`config.mk`:
```
export PLATFORM = sky130hd
export DESIGN_NAME = uart_tx
export DESIGN_NICKNAME = d
export VERILOG_FILES = /design/src/rtl/uart_tx_pkg.sv /design/src/rtl/uart_tx_parity.sv /design/src/rtl/uart_tx.sv
export SDC_FILE = /design/constraint.sdc
export NUM_CORES = 1
export LEC_CHECK = 0
export CORE_UTILIZATION = 52
export CTS_BUF_LIST = sky130_fd_sc_hd__clkbuf_16
export CTS_CLUSTER_SIZE = 12
export DETAILED_ROUTE_END_ITERATION = 8
export GPL_TIMING_DRIVEN = 0
export PLACE_DENSITY_LB_ADDON = 0.1
export SLEW_MARGIN = 20
export SYNTH_ARGS = -nofsm -noshare
export SYNTH_HDL_FRONTEND = slang
export SYNTH_SLANG_ARGS = --single-unit
```
`constraint.sdc`:
```
create_clock -name clk -period 2.3 [get_ports clk]
set_input_delay 0.23 -clock clk [delete_from_list [all_inputs] [get_ports clk]]
set_output_delay 0.23 -clock clk [all_outputs]
set_load 0.01 [all_outputs]
```
`src/rtl/uart_tx_pkg.sv`:
```
// Shared types and line-level constants for the UART transmitter.
package uart_tx_pkg;
  typedef enum logic [2:0] {IDLE, START, DATA, PARITY, STOP} tx_state_t;

  localparam logic PAR_EVEN  = 1'b0;
  localparam logic PAR_ODD   = 1'b1;
  localparam logic START_BIT = 1'b0;
  localparam logic STOP_BIT  = 1'b1;
endpackage

```
`src/rtl/uart_tx_parity.sv`:
```
// Combinational parity bit for a payload; even makes the total count of ones even.
module uart_tx_parity
  import uart_tx_pkg::*;
#(
  parameter int DATA_WIDTH = 8
) (
  input  logic [DATA_WIDTH-1:0] data_i,
  input  logic                  par_typ_i,
  output logic                  par_o
);
  assign par_o = (par_typ_i == PAR_ODD) ? ~^data_i : ^data_i;
endmodule

```
`src/rtl/uart_tx.sv`:
```
// One-bit-per-clock UART transmitter: start, LSB-first data, optional parity, stop.
// TX_OUT and busy are registered and updated on the edge that enters each state.
module uart_tx
  import uart_tx_pkg::*;
#(
  parameter int DATA_WIDTH = 8
) (
  input  logic                  clk,
  input  logic                  rstn,
  input  logic [DATA_WIDTH-1:0] P_DATA,
  input  logic                  data_valid,
  input  logic                  par_typ,
  input  logic                  par_en,
  output logic                  TX_OUT,
  output logic                  busy
);
  localparam int CW = (DATA_WIDTH > 1) ? $clog2(DATA_WIDTH) : 1;
  localparam logic [CW-1:0] LAST_IDX = CW'(DATA_WIDTH - 1);

  tx_state_t             state_q;
  logic [DATA_WIDTH-1:0] shift_q;
  logic [CW-1:0]         idx_q;
  logic                  par_en_q;
  logic                  par_bit_q;
  logic                  par_w;

  uart_tx_parity #(.DATA_WIDTH(DATA_WIDTH)) u_parity (
    .data_i    (P_DATA),
    .par_typ_i (par_typ),
    .par_o     (par_w)
  );

  always_ff @(posedge clk or negedge rstn) begin
    if (!rstn) begin
      state_q   <= IDLE;
      shift_q   <= '0;
      idx_q     <= '0;
      par_en_q  <= 1'b0;
      par_bit_q <= 1'b0;
      TX_OUT    <= STOP_BIT;
      busy      <= 1'b0;
    end else begin
      case (state_q)
        IDLE: begin
          TX_OUT <= STOP_BIT;
          busy   <= 1'b0;
          if (data_valid) begin
            shift_q   <= P_DATA;
            par_en_q  <= par_en;
            par_bit_q <= par_w;
            state_q   <= START;
            TX_OUT    <= START_BIT;
            busy      <= 1'b1;
          end
        end
        START: begin
          // Payload is shifted out from bit 0; the register drains as bits go out.
          TX_OUT  <= shift_q[0];
          shift_q <= shift_q >> 1;
          idx_q   <= '0;
          state_q <= DATA;
        end
        DATA: begin
          if (idx_q == LAST_IDX) begin
            if (par_en_q) begin
              TX_OUT  <= par_bit_q;
              state_q <= PARITY;
            end else begin
              TX_OUT  <= STOP_BIT;
              state_q <= STOP;
            end
          end else begin
            TX_OUT  <= shift_q[0];
            shift_q <= shift_q >> 1;
            idx_q   <= idx_q + 1'b1;
          end
        end
        PARITY: begin
          TX_OUT  <= STOP_BIT;
          state_q <= STOP;
        end
        STOP: begin
          TX_OUT  <= STOP_BIT;
          busy    <= 1'b0;
          state_q <= IDLE;
        end
        default: begin
          TX_OUT  <= STOP_BIT;
          busy    <= 1'b0;
          state_q <= IDLE;
        end
      endcase
    end
  end
endmodule

```
Word-level counts from Yosys, hierarchy flattened. Cells that the tools add are included.

Bits in registers: 18. Input bits: 13. Word-level logic and storage cells: 41.

$add $sub $neg: 1. Equality and inequality tests: 7. Mux-type cells: 16. Reduce and logical (&&, ||, !) cells: 10.

Operators by type and width (number): $pmux 8 s3 (1); $mux 8 (2); $mux 3 (4); $pmux 3 s4 (1); $reduce_xnor 8->1 (1); $reduce_xor 8->1 (1); $eq 3x2->1 const B (2); $ne 2x2->1 const B (3); $pmux 3 s2 (1); $reduce_and 2->1 (3); $mux 1 (5); $add 3x1->3 const B (1); $eq 3x1->1 const B (1); $eq 3x3->1 const B (1); $logic_not 3->1 (1); $pmux 1 s3 (1); $reduce_and 3->1 (1); $reduce_bool 3->1 (1); $reduce_or 3->1 (1); $pmux 1 s2 (1); $reduce_bool 2->1 (1).

Logic depth before layout (Yosys ltp).
Depth in word-level cells: 3. Gate-level depth with buffers: 7.

Modules after synthesis. From an unflattened synthesis, not the netlist that was laid out.

Cells, all modules: 95. Area total of the unflattened synthesis: 1031.0 sq um.

Modules (own cells, without submodules): uart_tx (instances 1, cells each 88, area an instance 948.4 sq um, sequential area each 451.7 sq um); uart_tx_parity (instances 1, cells each 7, area an instance 82.6 sq um, sequential area each 0.0 sq um).

Least setup slack after synthesis. Ideal clock, no wire load.

Path kind: register to register. Start point: register idx_q[0]. End point: register shift_q[7]. Setup time: 125 ps. Data arrival time: 1569 ps. Required time: 2175 ps. Path slack: 606 ps. Stages on the path, launching flop included: 6. Path through: dfrtp_1 ha_1 ha_1 o21a_1 nor3_4 mux2_2.

Longest elaborated chain between the ends: 3.

Ends and longest elaborated chain: from (decl) (RTL line uart_tx.sv:22) `logic [CW-1:0] idx_q;`; from (signal assigned) (RTL line uart_tx.sv:75) `idx_q <= idx_q + 1'b1;`; $eq 3x3->1 (RTL line uart_tx.sv:64) `if (idx_q == LAST_IDX) begin`; $ne 2x2->1 (no source line); $reduce_and 3->1 (no source line); to (signal assigned) (RTL line uart_tx.sv:59) `shift_q <= shift_q >> 1;`; to (signal assigned) (RTL line uart_tx.sv:74) `shift_q <= shift_q >> 1;`; to (decl) (RTL line uart_tx.sv:21) `logic [DATA_WIDTH-1:0] shift_q;`.

No other way between the ends. A chain may end at the register's enable or synchronous reset.

Worst setup path after layout. Ends and elaborated chain as after synthesis.

==> metrics.cfg <==
[yosys]
synthTopCellsByArea=dfrtp_1 (43%), mux2i_1 (9.1%), xnor2_1 (5.3%)
synth_seq_cells=18
synth_top_flop_cell=dfrtp_1
synthArstFlopShare=1.000
synth.avg_cell_area_sq_um=10.70
synth_edf_count=0
syn_inst=92
ys_warn_count=0
yosys-top-cells-count=dfrtp_1 (17), a21oi_1 (10), mux2i_1 (9), nor2_1 (9), xnor2_1 (6)
syn_area_sq_um=984.7
seq_area_frac_synth=0.4587
syn-num-nets=107
synth_top_cell_area_share=0.4320
synthDistinctLibCells=30
synth_top_area_cell=dfrtp_1
synth.most_common_cell=dfrtp_1

[clocking]
cts_made_buffers=3
cts_hold_buf=0
path_clk_slew_ns=0.05
insertion_delay_ns=0.25
cts_tree=yes
post_cts_buffers=0
cts_max_path_buffers=2
cts-root-buf=clkbuf_16
cts.sinks=18
cts-resized-gates=0
htree_levels=1

[sta]
drv_slew=0
min_period_over_period=0.8073
setup_viol=0
min_period_ns=1.857
worst_slack_ns=0.4432
tns_ns=0
hold_violations=0
rsz0062_at_grt=no
clock_skew_ns=0.001650
max_slew_margin=0.4616
fmax_ghz=0.5386
worst_pin_slew_ns=0.8050

[setup_path]
worstPathArrival_ns=1.99
max_stage_delay_ns=0.41
cp-start-kind=flop
end_kind=flop
worstPathRequired_ns=2.43
worstSetupPathType=flop to flop
critPathMaxFanout=6
crit_chain=ha_1, ha_1, o21a_1, nor3_4, mux2_2
crit_slowest_cell=dfrtp_1
cp_common_cell=ha_1

[place]
port_buffers=14
dp_hpwl_mm=1.378
gp_congestion=0.7593
place_ws_ns=0.4405

[finish]
n_fill_cell=137
multiInputGateArea_sq_um=501.7
final_nets=126
drive_gt1_frac=0.1455
n_antenna_cell=0
synthToLayoutAreaGrowth_pct=25.41
ff_latch_area_sq_um=451.7

[grt]
first_global_vias=703
grt_usage=0.2233
grt_pass1_wl_mm=3.201
grt_max_degree=19
grt_overflow_total=0
grt_antenna_before_repair=0

[die]
io_pins=15
die_h_um=45.52
row_count=15
die-area_sq_mm=0.002072
start_util=0.5642
die_w_um=45.52
coreArea_sq_mm=0.001745

[route]
drt-initial-drc-count=27
num_vias=716
postRouteWirelength_mm=1.912
firstDrtPassIters=4
antenna_left=0
drc=0
wl_per_cell_um=14.16
routed_via_density=5.304

[flow_run]
cap_violations=0

[power]
ir_drop_uv=806.2
p_leak_nw=0.5285
power.density_mw_per_mm2=1428

[worst_hold_path]
hold_class=input pin to async pin

[outcome]
outcome=complete, no violations

[cells in the final DEF, fill, tap and decap left out, drive strengths merged]
cell type	n
a21oi	10
a22oi	2
a31oi	1
buf	3
clkbuf	4
clkdlybuf4s50	14
clkinv	1
dfrtp	17
dfstp	1
ha	2
inv	2
mux2	2
mux2i	9
nand2	5
nand4b	1
nor2	10
nor2b	3
nor3	5
nor3b	1
o211ai	1
o21a	1
o21ai	6
or2	1
xnor2	6
xnor3	1
xor2	1
[path summary, 6_finish.rpt]
| path | from | to | slack, ns | cells after the start |
|---|---|---|---|---|
| worst max-delay path | idx_q[0] | shift_q[7] | 0.44 | 5 |
| worst min-delay path | rstn | shift_q[0] | 0.45 | 1 |
| worst max register to register | idx_q[0] | shift_q[7] | 0.44 | 5 |
| worst min register to register | idx_q[2] | idx_q[2] | 0.52 | 2 |
| max in group asynchronous | rstn | shift_q[3] | 1.35 | 1 |
| min in group clk | idx_q[2] | idx_q[2] | 0.52 | 2 |
[kinds of logic after synthesis]
| family | count (synthesis) | synth area share |
|---|---|---|
| AO/OA/AOI/OAI | 21 | 0.1182 |
| flip-flops | 18 | 0.4587 |
| multiplexers | 11 | 0.1144 |
| buffers and inverters | 6 | 0.03176 |
| XOR/XNOR | 8 | 0.08640 |
| AND/OR/NAND/NOR | 26 | 0.1652 |
| adder cells (fa/ha/maj) | 2 | 0.02541 |
[through the flow]
stage | instance area [sq um] | instances | hold slack (ns) | util | total power [mW]
after floorplan | 984.7 | 92 | -0.06559 | - | 1.207
after global placement | 1156 | 131 | 0.4945 | 0.6624 | 1.371
after detailed placement | 1156 | 131 | 0.5091 | 0.6624 | 1.415
after CTS | 1235 | 135 | 0.4833 | 0.7075 | 1.777
after global routing | 1235 | 135 | 0.5389 | 0.7075 | 1.886
final | 1235 | 135 | 0.4521 | 0.7075 | 1.763
[metal layers]
metal  global-route usage  up-vias  share of wire
li1                     -      355              -
met1               0.2663      342           0.43
met2               0.3857       15           0.51
met3              0.04762        4          0.041
met4              0.09091        0          0.018
met5                    0        -              0
[power by group]
part / leakage (nW) / total, mW / switching [mW] / internal (mW)
logic: 0.275 / 0.841 / 0.445 / 0.396
registers: 0.215 / 0.573 / 0.0945 / 0.479
clock network: 0.0385 / 0.349 / 0.118 / 0.231
[state kept, by name, summed over array words and instances, names as in the netlist]
name       flops
par_bit_q      1
state_q        3
par_en_q       1
shift_q        8
busy           1
TX_OUT         1
idx_q          3
[layout make-up]
cell class | count | area share
plain buffers | 4 | 0.01925
clock buffers | 3 | 0.06079
clock inverters | 1 | 0.003040
inverters | 2 | 0.006079
multi-input cells | 68 | 0.4063
flip-flops and latches | 18 | 0.3658
well taps | 25 | 0.02533
repair buffers | 14 | 0.1135
[worst max-delay path: cells and delay by family (launching register included)]
family | cells | cell delay (ns)
adders and majority gates | 2 | 0.47
DFF | 1 | 0.41
muxes | 1 | 0.37
AOI/OAI and AO/OA | 1 | 0.25
and+or+nand+nor | 1 | 0.25
(Power assumes the default switching activity.)
